**src/rtl/axi4_arb_pkg.sv**
```systemverilog
// Shared types and constants for the AXI4 slave write-channel arbiter.
// Holds the FSM state encoding, default master count and the wrap helper.
package axi4_arb_pkg;

   localparam int NUM_MASTERS_DEF = 9;
   localparam int MID_W           = $clog2(NUM_MASTERS_DEF);

   typedef logic [1:0] state_t;

   localparam state_t ST_IDLE = 2'd0;
   localparam state_t ST_ADDR = 2'd1;
   localparam state_t ST_DATA = 2'd2;

   // (base + off) modulo n, for base < n and off <= n
   function automatic int wrap_add(input int base, input int off, input int n);
      int sum;
      sum = base + off;
      if (sum >= n) sum = sum - n;
      return sum;
   endfunction

endpackage

```
**src/rtl/axi4_rr_picker.sv**
```systemverilog
// Combinational round-robin search: first set req bit at or above ptr,
// wrapping past the top master back to 0.
module axi4_rr_picker
   import axi4_arb_pkg::*;
#(
   parameter  int NUM_MASTERS = NUM_MASTERS_DEF,
   localparam int IDW         = $clog2(NUM_MASTERS)
) (
   input  logic [NUM_MASTERS-1:0] req,
   input  logic [IDW-1:0]         ptr,
   output logic [NUM_MASTERS-1:0] onehot,
   output logic [IDW-1:0]         index,
   output logic                   any
);

   int pos;

   // NOTE: every always_comb output gets a default first, so no path can infer a latch.
   always_comb begin
      pos    = 0;
      index  = '0;
      onehot = '0;
      any    = |req;
      // Scan from the farthest offset down so the nearest hit is written last.
      for (int i = NUM_MASTERS - 1; i >= 0; i--) begin
         pos = wrap_add(int'(ptr), i, NUM_MASTERS);
         if (req[pos]) index = IDW'(pos);
      end
      onehot[index] = any;
   end

endmodule

```
**src/rtl/axi4_slave_write_arbiter.sv**
```systemverilog
// Per-slave AW/W arbiter: round-robin grant held from AW handshake to W-last.
// Optional W-completion watchdog compiled in with `define AXI4_ARB_TIMEOUT_EN.
module axi4_slave_write_arbiter
   import axi4_arb_pkg::*;
#(
   parameter  int NUM_MASTERS    = NUM_MASTERS_DEF,
   parameter  int TIMEOUT_CYCLES = 256,
   localparam int IDW            = $clog2(NUM_MASTERS)
) (
   input  logic                   aclk,
   input  logic                   areset,
   input  logic [NUM_MASTERS-1:0] req,
   input  logic                   s_awready,
   input  logic                   w_last_fire,
   output logic [NUM_MASTERS-1:0] grant,
   output logic [IDW-1:0]         grant_id,
   output logic                   grant_valid,
   output logic                   timeout_err
);

   state_t                 state;
   logic [IDW-1:0]         ptr;
   logic                   early_w;
   logic                   arb_en;
   logic [NUM_MASTERS-1:0] pick_onehot;
   logic [IDW-1:0]         pick_id;
   logic                   pick_any;
   logic                   aw_fire;
   logic                   wd_fire;

   axi4_rr_picker #(.NUM_MASTERS(NUM_MASTERS)) u_picker (
      .req    (req),
      .ptr    (ptr),
      .onehot (pick_onehot),
      .index  (pick_id),
      .any    (pick_any)
   );

   assign aw_fire = req[grant_id] & s_awready;

`ifdef AXI4_ARB_TIMEOUT_EN
   localparam int CNT_W = $clog2(TIMEOUT_CYCLES);

   logic [CNT_W-1:0] wd_cnt;
   logic             busy;
   logic             exit_evt;

   assign busy     = (state != ST_IDLE);
   assign exit_evt = ((state == ST_ADDR) && aw_fire && (early_w || w_last_fire)) ||
                     ((state == ST_DATA) && w_last_fire);
   assign wd_fire  = busy && !exit_evt && (wd_cnt == CNT_W'(TIMEOUT_CYCLES - 1));

   // Counts the whole transaction, ADDR through DATA, restarting only in IDLE.
   always_ff @(posedge aclk) begin
      if (areset) begin
         wd_cnt      <= '0;
         timeout_err <= 1'b0;
      end else begin
         timeout_err <= wd_fire;
         if (!busy || exit_evt || wd_fire) wd_cnt <= '0;
         else                              wd_cnt <= wd_cnt + 1'b1;
      end
   end
`else
   assign wd_fire     = 1'b0;
   assign timeout_err = 1'b0;
`endif

   // NOTE: state registers use non-blocking assignments so every flop samples pre-edge values.
   always_ff @(posedge aclk) begin
      if (areset) begin
         state       <= ST_IDLE;
         grant       <= '0;
         grant_id    <= '0;
         grant_valid <= 1'b0;
         ptr         <= '0;
         early_w     <= 1'b0;
         arb_en      <= 1'b0;
      end else begin
         // arb_en holds off arbitration for the first edge after reset release.
         arb_en <= 1'b1;
         case (state)
            ST_IDLE: begin
               if (arb_en && pick_any) begin
                  state       <= ST_ADDR;
                  grant       <= pick_onehot;
                  grant_id    <= pick_id;
                  grant_valid <= 1'b1;
               end
            end
            ST_ADDR: begin
               if (wd_fire) begin
                  state       <= ST_IDLE;
                  grant       <= '0;
                  grant_valid <= 1'b0;
                  early_w     <= 1'b0;
               end else if (aw_fire) begin
                  ptr <= IDW'(wrap_add(int'(grant_id), 1, NUM_MASTERS));
                  if (early_w || w_last_fire) begin
                     state       <= ST_IDLE;
                     grant       <= '0;
                     grant_valid <= 1'b0;
                     early_w     <= 1'b0;
                  end else begin
                     state <= ST_DATA;
                  end
               end else if (w_last_fire) begin
                  early_w <= 1'b1;
               end
            end
            ST_DATA: begin
               if (w_last_fire || wd_fire) begin
                  state       <= ST_IDLE;
                  grant       <= '0;
                  grant_valid <= 1'b0;
                  early_w     <= 1'b0;
               end
            end
            default: begin
               state       <= ST_IDLE;
               grant       <= '0;
               grant_valid <= 1'b0;
               early_w     <= 1'b0;
            end
         endcase
      end
   end

endmodule

```
**config.mk**
```make
export PLATFORM = sky130hd
export DESIGN_NAME = axi4_slave_write_arbiter
export DESIGN_NICKNAME = d
export VERILOG_FILES = /design/src/rtl/axi4_arb_pkg.sv /design/src/rtl/axi4_rr_picker.sv /design/src/rtl/axi4_slave_write_arbiter.sv
export SDC_FILE = /design/constraint.sdc
export NUM_CORES = 1
export LEC_CHECK = 0
export CAP_MARGIN = 30
export CORE_AREA = 8 8 131 133
export CTS_CLUSTER_SIZE = 20
export DETAILED_ROUTE_END_ITERATION = 8
export DIE_AREA = 0 0 139 141
export GPL_TIMING_DRIVEN = 0
export MAX_ROUTING_LAYER = met4
export PLACE_DENSITY_LB_ADDON = 0.12
export SLEW_MARGIN = 20
export SYNTH_ARGS = -nofsm -noshare
export SYNTH_HDL_FRONTEND = slang
export SYNTH_SLANG_ARGS = --single-unit
```
**constraint.sdc**
```tcl
create_clock -name aclk -period 8.95 [get_ports aclk]
set_clock_uncertainty 0.1 [all_clocks]
set_input_delay 1.3425 -clock aclk [delete_from_list [all_inputs] [get_ports aclk]]
set_output_delay 1.3425 -clock aclk [all_outputs]
set_load 0.05 [all_outputs]
```
# Word level (Yosys, flattened, before mapping)
# Cells that the tools add are included.
# totals
in_bits	13
elab_cells	138
out_inout_bits	15
regBits	22
# op_classes
reduce_logical	10
magnitude_cmp	22
bitwise	3
addsub	19
n_mux	69
n_eq_ne	8
# op_table
operator	n
$lt 32x6->1 const B	9
$mux 32	9
$ge 32x5->1 const B	8
$sub 32x5->32 const B	8
$bmux 1 s4	10
$mux 4	10
$mux 9	4
$mux 1	27
$pmux 9 s3	1
$add 4x3->5 const B	4
$add 4x1->5 const B	2
$add 4x2->5 const B	2
$lt 4x5->1 const B	2
$and 9x9->9	1
$reduce_or 9->1	1
$mux 2	4
$ne 2x2->1 const B	4
$reduce_and 4->1	2
$ne 3x3->1 const B	2
$pmux 1 s3	2
$pmux 2 s3	1
$add 4x4->5 const B	1
$ge 5x4->1 const B	1
$sub 4x4->5 const B	1
other kinds (13)	15

# Longest topological paths before layout
# logic_depth
depth_word	22
mapped_depth	18
mapped_depth_nobuf	15

# Hierarchy
# From an unflattened synthesis, not the netlist that was laid out.
# hier_totals
cells_unflattened	710
hier_area_um2	5106.1
# by_module_without_submodules
mod	seq_area_each_um2	instances	cells_each	area_per_inst_um2
axi4_rr_picker	0.0	1	567	3957.5
axi4_slave_write_arbiter	440.4	1	143	1148.6

# Least setup slack after synthesis
# Ideal clock, no wire load.
# synth_path
path_type	register to register
start	reg ptr[0]
end	reg grant[2]
period_less_slack_ns	3.910
slack_ns	5.040
arrival_ns	3.692
required_time_ns	8.733
path_stages_with_launch	19
path_buffers	6
setup_time_ns	0.117
cell_sequence	dfxtp_1 -> buf_4 -> buf_6 -> buf_2 -> buf_2 -> buf_2 -> a21oi_1 -> ha_1 -> clkbuf_1 -> a211oi_2 -> o22ai_1 -> o21bai_1 -> a31oi_2 -> mux2i_1 -> a211oi_1 -> o2111ai_2 -> nand3_1 -> nor2b_4 -> a32o_1
# synth_between
elab_chain_cells	22
elab_cells_between_ends	79
classes_between	17 x add/sub; 11 x order compare; 49 x mux; 1 x bitwise; 1 x reduce/logical
# synth_rtl
element	line	rtl
from (decl)	axi4_slave_write_arbiter.sv:22	logic [IDW-1:0] ptr;
from (signal assigned)	axi4_slave_write_arbiter.sv:98	ptr <= IDW'(wrap_add(int'(grant_id), 1, NUM_MASTERS));
$add 4x4->5	axi4_arb_pkg.sv:17	sum = base + off;
$sub 32x5->32 / $ge 32x5->1 (equally long branches)	axi4_arb_pkg.sv:18	if (sum >= n) sum = sum - n;
$mux 32	axi4_arb_pkg.sv:18	
$bmux 1 s4	axi4_rr_picker.sv:27	if (req[pos]) index = IDW'(pos);
$mux 1 (not written as such) (2 in a row)	axi4_rr_picker.sv:27	
$mux 4 (8 in a row)	axi4_rr_picker.sv:27	
$mux 4 *	axi4_rr_picker.sv:27	
$lt 4x5->1 (not written as such) / $ge 4x1->1 (equally long branches)	axi4_rr_picker.sv:29	onehot[index] = any;
$logic_and 1x1->1 (not written as such)	axi4_rr_picker.sv:29	
$mux 1 (not written as such)	axi4_rr_picker.sv:29	
$demux 1 s4 *	--	
$and 9x9->9 (no line) *	--	
$mux 9 *	axi4_slave_write_arbiter.sv:84	if (arb_en && pick_any) begin
$pmux 9 s3 *	axi4_slave_write_arbiter.sv:82	case (state)
to (signal assigned)	axi4_slave_write_arbiter.sv:86	grant <= pick_onehot;
to (decl)	axi4_slave_write_arbiter.sv:15	output logic [NUM_MASTERS-1:0] grant,
# Mark *: on every way between the ends. The rest lies on a longest branch, timed or not. The select of a mux whose other input is x is not followed.
# A chain may end at the register's enable or synchronous reset.

# Final worst setup path
# layout_path
start	reg ptr[0]
end	reg grant[3]
# Same word-level chain as after synthesis.

==> results.yml <==
status:
  run_status: "complete, no violations"
logic_synthesis:
  synth.net_count: 631
  synth_async_sr_flop_share: 0
  ys.flop_type: "dfxtp_1"
  synthTopCellsByCount: "72 x nand2_1, 44 x nor2_1, 34 x a21oi_1"
  yosys.area.top_type: "dfxtp_1"
  ys_ff_latch: 22
  synth.most_common_cell: "nand2_1"
  yosys-top-cells-area: "dfxtp_1 9.9%, ha_1 7.1%, nand2_1 6.1%"
  yosys.area.top_type_share: 0.0994
  synth.avg_cell_area_um2: 7.49
  synth_cell_types: 98
  syn-cell-area_um2: 4430
  yosys_warnings: 0
  syn_inst: 592
  seq_area_frac_synth: 0.0994
  synth_edf_count: 0
route:
  drt_iter0_drc: 390
  dr_total_vias: 4685
  avgViaCountPerCell: 5.83
  firstDrtPassIters: 5
  drc_errors: 0
  wl_per_cell_um: 21.7
  ant_nets: 0
  routed_wl_um: 17400
floorplanning:
  initial_core_util: 0.296
  dieArea_um2: 19600
  die_h_um: 141
  die_x_um: 139
  pin_count: 28
  num_rows: 45
  design.core.area_um2: 15000
timing:
  whs_ps: 343
  fin_crit_ps: 5180
  max_slew_margin: 0.422
  fin_crit_sh: 0.579
  finalHoldViolCount: 0
  setup_violations: 0
  fmax_mhz: 193
  rsz0062_at_grt: "no"
  worst_pin_slew_ps: 867
  fin_setup_tns_ps: 0
  drv_slew: 0
cells_and_area:
  syn2layout_area_growth_pct: 11.8
  register_area_um2: 440
  final_layout_size_suffix_gt1_frac: 0.140
  fill_cells: 1603
  n_antenna_cell: 0
  multi_input_area_um2: 3680
  nets: 656
run:
  cap_violations: 0
power:
  p_sw_frac: 0.484
  clock_power_share: 0.167
  power_frac_seq: 0.185
  ir_worst_vdd_mv: 0.0707
  p_int_uw: 321
  p_leak_uw: 0.00185
  p_sw_uw: 301
  pwr-share-comb: 0.648
  power_density_nw_per_um2: 126
critical_path:
  cp_data_required_time_ps: 9010
  cp_max_fo: 10
  cp.arrival_ps: 5240
  rr_worst_depth: 18
  startpoint_type: "flop"
  rr_endpoint: "grant[3]"
  r2r-start: "ptr[0]"
  worst_setup_path_end_kind: "flop"
  path_class: "reg2reg"
  ff2ff_setup_slack_ps: 3770
clock_network:
  h-tree-depth: 1
  cts.repair.resized: 0
  cts_hold_buf: 0
  root_buffer: "clkbuf_16"
  cts_made_buffers: 3
  clk_latency_ps: 250
  path_clk_slew_ps: 60
  post-cts-setup-buffers: 0
  cts_sinks: 22
  cts_tree: "built"
  clock_path_buffers: 2
grt:
  grt-ovfl-total: 0
  grt_util_all_layers: 0.176
  grt_max_degree: 17
  antenna_found_initial: 0
  grt_pass1_wl_um: 26500
  grt_pass1_vias: 4620
worst_hold_path:
  hold_depth: 2
  hold_path_end: "grant[0]"
  hold_path_class: "reg2reg"
  min_from: "grant[0]"
placement:
  gp_congestion: 1.01
  io_buffer_count: 20
  hpwl_um: 14000
==> layout make-up <==
cell class / instances / share of cell area
Buffer: 45 / 0.0477
Clock buffer: 4 / 0.0179
Inverter: 21 / 0.0159
Multi-Input combinational cell: 504 / 0.742
Sequential cell: 22 / 0.0888
Tap cell: 188 / 0.0475
Timing Repair Buffer: 20 / 0.0404
==> placed cells by master, fill, tap and decap left out, types with 6 or more instances in the layout <==
cell type / Yosys / routed
nand3_1: 14 / 14
xnor2_1: 14 / 14
inv_2: 6 / 6
clkbuf_1: 20 / 20
nand2b_1: 11 / 11
inv_1: 14 / 14
o21ai_1: 7 / 7
nor3_1: 18 / 18
o21a_1: 7 / 7
mux2_2: 11 / 11
a31oi_1: 8 / 8
o31ai_1: 6 / 6
buf_4: 7 / 7
a211oi_1: 11 / 11
nor2_1: 44 / 44
clkdlybuf4s50_1: 0 / 20
o211ai_1: 8 / 8
dfxtp_1: 22 / 22
a21oi_1: 34 / 34
o21ai_0: 19 / 19
ha_1: 25 / 25
nor3b_1: 6 / 6
nand2_1: 72 / 72
buf_2: 15 / 15
nor2b_1: 7 / 7
mux2i_1: 26 / 26
and2_1: 11 / 11
a21o_1: 6 / 6
==> kinds of logic (layout without fill, tap and decap cells) <==
logic type	after synthesis	in the layout	share of synthesized area
adders and majority gates	26	26	0.0751
and+or+nand+nor	224	224	0.259
buffers and inverters	66	90	0.0711
xor gates and xnor gates	18	18	0.0390
muxes	47	47	0.125
DFF	22	22	0.0994
other	1	1	0.000846
AOI/OAI and AO/OA	188	188	0.331
==> layer usage <==
layer	share of wire	vias up	GRT usage
met5	0	-	-
met4	0.024	0	0.0503
met3	0.056	28	0.0311
met2	0.47	149	0.286
met1	0.45	2266	0.220
li1	-	2242	-
==> power by group through the flow <==
stage / logic (µW) / registers [µW] / clock network (µW)
after floorplan: 268 / 136 / 0
after global routing: 434 / 117 / 113
after detailed placement: 396 / 118 / 0
after global placement: 396 / 117 / 0
final: 403 / 115 / 104
after CTS: 399 / 115 / 106
==> critical path, cell delays in order (launching register included) <==
cell      delay [ps]
dfxtp_1          460
buf_4            250
buf_6            180
buf_2            280
buf_2            290
buf_2            360
a21oi_1          130
ha_1             290
clkbuf_1         250
a211oi_2         530
a211o_1          230
o21ai_0           90
a21o_1           200
a22oi_1          240
o221a_1          260
o311ai_2         120
a41oi_2          450
inv_2            100
o31ai_1          250
==> how the worst max path moves through the flow <==
stage	start	to	depth (start not counted)
finish	ptr[0]	grant[3]	18
global route	ptr[0]	grant[3]	18
CTS	ptr[0]	grant[3]	18
detailed placement	ptr[0]	grant[3]	18
global placement	ptr[0]	grant[6]	18
floorplan	ptr[0]	grant[2]	18
==> through the flow <==
stage          instances  power (µW)  utilization  area, µm²  setup slack, ps
2_1_floorplan        592         403            -       4430             5040
3_3_place_gp         800         514        0.325       4870             3860
3_5_place_dp         800         514        0.325       4870             3850
4_1_cts              804         620        0.331       4960             3820
5_1_grt              804         663        0.331       4960             3440
6_report             804         622        0.331       4960             3770
==> registers in the layout (all words and copies together) (netlist names) <==
register     flops
early_w          1
grant            9
grant_id         4
arb_en           1
grant_valid      1
state            2
ptr              4
Note: power is estimated with default switching activity, not from simulation.
==> edit 1: new RTL, config.mk and constraints unchanged <==
The option `AXI4_ARB_TIMEOUT_EN` is turned on by a define.
--- a/src/rtl/axi4_slave_write_arbiter.sv
+++ b/src/rtl/axi4_slave_write_arbiter.sv
@@ -1,4 +1,6 @@
 // Per-slave AW/W arbiter: round-robin grant held from AW handshake to W-last.
 // Optional W-completion watchdog compiled in with `define AXI4_ARB_TIMEOUT_EN.
+`define AXI4_ARB_TIMEOUT_EN
+
 module axi4_slave_write_arbiter
    import axi4_arb_pkg::*;
Check against the original RTL: same outputs for any inputs over 4 cycles, from zero or initial values and one cycle with areset high; that may be too few to reach the edited logic, so the function may still have changed.
==> edit 1 against the unedited design <==
Hold slack improved by 0.0045 ns; wire length rose by 41%; setup slack got worse by 1.3 ns; design area rose by 22%; non-clock buffer count rose by 17; area after synthesis rose by 21%; critical path depth fell by 2; sequential cell count rose by 9; power rose by 41%; combinational power rose by 28%; critical path type unchanged; highest routed layer unchanged.
==> edit 1: results (changes against the unedited design) <==
{
  "timing.critical_path.slowest_stage_cell": "dfxtp_1",
  "critical-path-max-stage-delay": {"value": 0.79, "unit": "ns", "change": "+0.26 ns"},
  "vdd_drop_max": {"value": 0.07701, "unit": "mV", "change": "+9.0%"},
  "route.vias.total": {"value": 6411, "change": "+37%"},
  "place_worst_setup_slack": {"value": 2.720, "unit": "ns", "change": "-1.135 ns"},
  "grt_pass1_wl": {"value": 36.71, "unit": "mm", "change": "+38%"},
  "global_route.usage.total": {"value": 24.79, "unit": "%", "change": "+7.2 points"},
  "drt_first_pass_iters": {"value": 6, "change": "+1"},
  "synth_cell_type_count": {"value": 89, "change": "-9.2%"},
  "numCtsBuffers": {"value": 5, "change": "+2"},
  "netlist_top_cells_count": "78 x nand2_1, 72 x nor2_1, 47 x a21oi_1",
  "detail_route.iter0.violations": {"value": 616, "change": "+58%"},
  "count_of_mapped_cells_out_of_synthesis": {"value": 753, "change": "+27%"},
  "synth_top_area_share": {"value": 11.58, "unit": "%", "change": "+1.6 points"},
  "finish.net_count": {"value": 827, "change": "+26%"},
  "place_inst": {"value": 968, "change": "+21%"},
  "ff2ff_setup_slack": {"value": 2.46, "unit": "ns", "change": "-1.31 ns"},
  "cp_data_arrival_time": {"value": 6.60, "unit": "ns", "change": "+1.36 ns"},
  "final_layout_size_suffix_gt1_share": {"value": 9.645, "unit": "%", "change": "-4.3 points"},
  "run_status": "complete, no violations",
  "cp_max_fo": {"value": 16, "change": "+6"},
  "biggestRegsByFlops": "grant x9, wd_cnt x8",
  "ctsHtreeMaxLevel": {"value": 2, "change": "+1"},
  "port_buffers": {"value": 26, "change": "+30%"},
  "insertion_delay": {"value": 0.27, "unit": "ns", "change": "+0.02 ns"},
  "first_global_vias": {"value": 6044, "change": "+31%"},
  "detailed_place.area": {"value": 5868, "unit": "sq um", "change": "+21%"},
  "detailedPlacementHpwl": {"value": 18.79, "unit": "mm", "change": "+34%"},
  "place.gp.congestion": {"value": 1.015, "change": "+0.74%"},
  "fin_hold_ws": {"value": 0.3480, "unit": "ns", "change": "+0.004497 ns"},
  "synth.yosys.seq_area_share": {"value": 11.58, "unit": "%", "change": "+1.6 points"}
}
## edit 1: worst register-to-register path: stages, from the launching register on
cell,delay [ns]
dfxtp_1,0.79
buf_2,0.37
clkinv_1,0.63
ha_1,0.49
inv_1,0.08
ha_1,0.29
inv_1,0.21
o21ai_0,0.51
mux4_2,0.40
a21oi_1,0.25
a2bb2oi_1,0.44
nor2b_1,0.48
nor4bb_1,0.47
o311a_1,0.28
nor2_1,0.06
a311o_1,0.40
o21ai_0,0.17
## edit 1: power by group
group          internal, W  total, W  switching, W
sequential        0.000148  0.000162     0.0000136
combinational     0.000180  0.000514      0.000334
clock             0.000138  0.000201     0.0000626
## edit 1: worst paths after layout
path                              start                     to  cells after the start
hold / removal    grant[7]$_SDFFE_PP0P_  grant[7]$_SDFFE_PP0P_                      2
setup reg to reg    ptr[1]$_SDFFE_PP0P_  grant[6]$_SDFFE_PP0P_                     16
hold reg to reg   grant[7]$_SDFFE_PP0P_  grant[7]$_SDFFE_PP0P_                      2
setup / recovery    ptr[1]$_SDFFE_PP0P_  grant[6]$_SDFFE_PP0P_                     16
## edit 1: through the flow
| step | utilization [%] | power (W) |
|---|---|---|
| 2_1_floorplan | - | 0.0005091 |
| 3_3_place_gp | 39.11 | 0.0006589 |
| 3_5_place_dp | 39.18 | 0.0006588 |
| 4_1_cts | 40.34 | 0.0008607 |
| 5_1_grt | 40.34 | 0.0009162 |
| 6_report | 40.34 | 0.0008771 |
## edit 1: cell families after synthesis
logic type | count (synthesis) | share of synthesized area (%)
flip-flops | 31 | 11.58
adder cells (fa/ha/maj) | 27 | 6.441
buffers and inverters | 75 | 6.231
AO/OA/AOI/OAI | 260 | 34.82
multiplexers | 35 | 8.098
AND/OR/NAND/NOR | 295 | 27.80
XOR/XNOR | 30 | 5.041
## edit 1: per-layer routing
layer | share of wire [%] | global-route usage [%]
met1 | 44 | 31.69
met2 | 43 | 37.32
met3 | 8.3 | 4.659
met4 | 4.6 | 11.21
met5 | 0 | -
## edit 1: final cells by class
| class | instances | share of cell area, % |
|---|---|---|
| inverter | 20 | 1.242 |
| clock buffer | 6 | 2.299 |
| clock inverter | 2 | 0.5798 |
| multi-input combinational | 647 | 72.93 |
| tap | 188 | 3.893 |
| sequential | 31 | 10.27 |
| buffer | 55 | 4.287 |
| timing repair buffer | 27 | 4.494 |
==> edit 2: new RTL, same settings <==
Made on the original files. The package constant `NUM_MASTERS_DEF` goes from 9 to 11.
--- a/src/rtl/axi4_arb_pkg.sv
+++ b/src/rtl/axi4_arb_pkg.sv
@@ -3,5 +3,5 @@
 package axi4_arb_pkg;
 
-   localparam int NUM_MASTERS_DEF = 9;
+   localparam int NUM_MASTERS_DEF = 11;
    localparam int MID_W           = $clog2(NUM_MASTERS_DEF);
 
Ports: changed (resized grant and req); port bits go from 28 to 32. No check against the original RTL was run, so the function may have changed too.
==> edit 2 against the unedited design <==
Maximum frequency fell by 16%; area after synthesis rose by 43%; design area is 41% higher; wire length up 69%; setup slack got worse by 0.98 ns; power decreased by 1.4%; sequential cell count rose by 2; cell count rose by 36%; critical endpoint is now grant[4]$_SDFFE_PP0P_; highest routed layer unchanged.
==> edit 2: results (changes against the unedited design) <==
{
  "run_status": "complete, no violations",
  "n_fill_cell": {"value": 1554, "change": "-3.1%"},
  "routed_len_inst": {"value": 26.97, "unit": "um", "change": "+24%"},
  "route.vias.total": {"value": 8002, "change": "+71%"},
  "synth_cell_type_count": {"value": 103, "change": "+5.1%"},
  "timing_worst_slew_pin_value": {"value": 0.8748, "unit": "ns", "change": "+0.007450 ns"},
  "drt_first_pass_iters": {"value": 6, "change": "+1"},
  "place.gp.congestion": {"value": 1.036, "change": "+2.9%"},
  "place_inst": {"value": 1087, "change": "+36%"},
  "grt_max_degree": {"value": 16, "change": "-1"},
  "netlist_top_cells_count": "64 x nand2_1, 63 x nor2_1, 58 x a21oi_1",
  "vdd_drop_max": {"value": 0.07425, "unit": "mV", "change": "+5.1%"},
  "synthAdderAreaFrac": {"value": 3.863, "unit": "%", "change": "-3.6 points"},
  "number_of_post_cts_setup_repair_buffers": {"value": 0, "change": "unchanged"},
  "synth_compound_gate_area_share": {"value": 38.81, "unit": "%", "change": "+5.8 points"},
  "synthesized_netlist_net_count": {"value": 904, "change": "+43%"},
  "cellLeakagePower": {"value": 2.434, "unit": "nW", "change": "+31%"},
  "synth.yosys.seq_area_share": {"value": 7.568, "unit": "%", "change": "-2.4 points"},
  "ys_top_cells_by_area": "dfxtp_1 7.6%, mux2i_1 5.7%, a21oi_1 4.6%",
  "syn-mean-instance-area": {"value": 7.297, "unit": "sq um", "change": "-2.6%"},
  "port_buffers": {"value": 29, "change": "+45%"},
  "global_route.usage.total": {"value": 29.53, "unit": "%", "change": "+12 points"},
  "insertion_delay": {"value": 0.27, "unit": "ns", "change": "+0.02 ns"},
  "multiplexer_fraction_of_the_synthesized_cell_area": {"value": 11.35, "unit": "%", "change": "-1.1 points"},
  "place_worst_setup_slack": {"value": 3.134, "unit": "ns", "change": "-0.7203 ns"},
  "final_layout_size_suffix_gt1_share": {"value": 13.16, "unit": "%", "change": "-0.80 points"},
  "finalNonFillerCells": {"value": 1092, "change": "+36%"},
  "detail_route.iter0.violations": {"value": 1391, "change": "+260%"},
  "ff2ff_setup_slack": {"value": 2.79, "unit": "ns", "change": "-0.98 ns"},
  "detailedPlacementHpwl": {"value": 22.15, "unit": "mm", "change": "+58%"},
  "finish.net_count": {"value": 939, "change": "+43%"}
}
## edit 2: path summary, 6_finish.rpt
path | startpoint | to | cells after the start
worst max-delay path | ptr[1]$_SDFFE_PP0P_ | grant[4]$_SDFFE_PP0P_ | 17
worst min-delay path | grant_valid$_SDFFE_PP0P_ | grant_valid$_SDFFE_PP0P_ | 1
worst max register to register | ptr[1]$_SDFFE_PP0P_ | grant[4]$_SDFFE_PP0P_ | 17
worst min register to register | grant_valid$_SDFFE_PP0P_ | grant_valid$_SDFFE_PP0P_ | 1
## edit 2: per-stage QoR
stage | utilization [%] | cell area (sq um) | power [W]
finish | 46.68 | 6990 | 0.0006133
global route | 46.68 | 6990 | 0.0006356
global placement | 45.90 | 6874 | 0.0004675
detailed placement | 45.90 | 6874 | 0.0004653
CTS | 46.60 | 6979 | 0.0005999
floorplan | - | 6349 | 0.0003627
## edit 2: cell families (layout without fill, tap and decap cells)
| family | count (synthesis) | count (layout) |
|---|---|---|
| fa+ha+maj | 19 | 19 |
| compound gates | 329 | 329 |
| xor+xnor | 32 | 32 |
| other cells | 1 | 1 |
| flops | 24 | 24 |
| buf+inv | 101 | 135 |
| simple gates | 305 | 305 |
| mux | 59 | 59 |
## edit 2: area by class of cell
class	count	share of cell area [%]
tap	188	3.365
clock buffer	3	1.074
inverter	21	1.128
clock inverter	1	0.4296
multi-input combinational	745	76.66
buffer	80	6.157
sequential	24	6.873
timing repair buffer	30	4.314
## edit 2: power by group
part / internal [W] / switching [W] / total [W]
combinational: 0.000128 / 0.000233 / 0.000360
clock: 0.0000892 / 0.0000437 / 0.000133
sequential: 0.000113 / 0.00000680 / 0.000120
total: 0.000330 / 0.000283 / 0.000613
## edit 2: critical path, cell delays in order, from the launching register on
cell       delay [ns]
dfxtp_1          0.66
buf_2            0.38
buf_2            0.38
inv_1            0.31
ha_1             0.50
buf_4            0.25
buf_6            0.19
mux2_2           0.42
mux2i_1          0.58
a2bb2oi_1        0.26
a22oi_1          0.18
a221oi_2         0.35
nor4_1           0.11
nor4b_1          0.49
o2111ai_1        0.27
and3_1           0.21
buf_2            0.16
o31ai_1          0.25
## edit 2: metal layers
layer | up-vias | part of all wire (%) | GRT usage, %
li1 | 3424 | - | -
met1 | 3739 | 40 | 37.71
met2 | 687 | 41 | 43.20
met3 | 152 | 13 | 5.807
met4 | 0 | 5.8 | 15.77
met5 | - | 0 | -
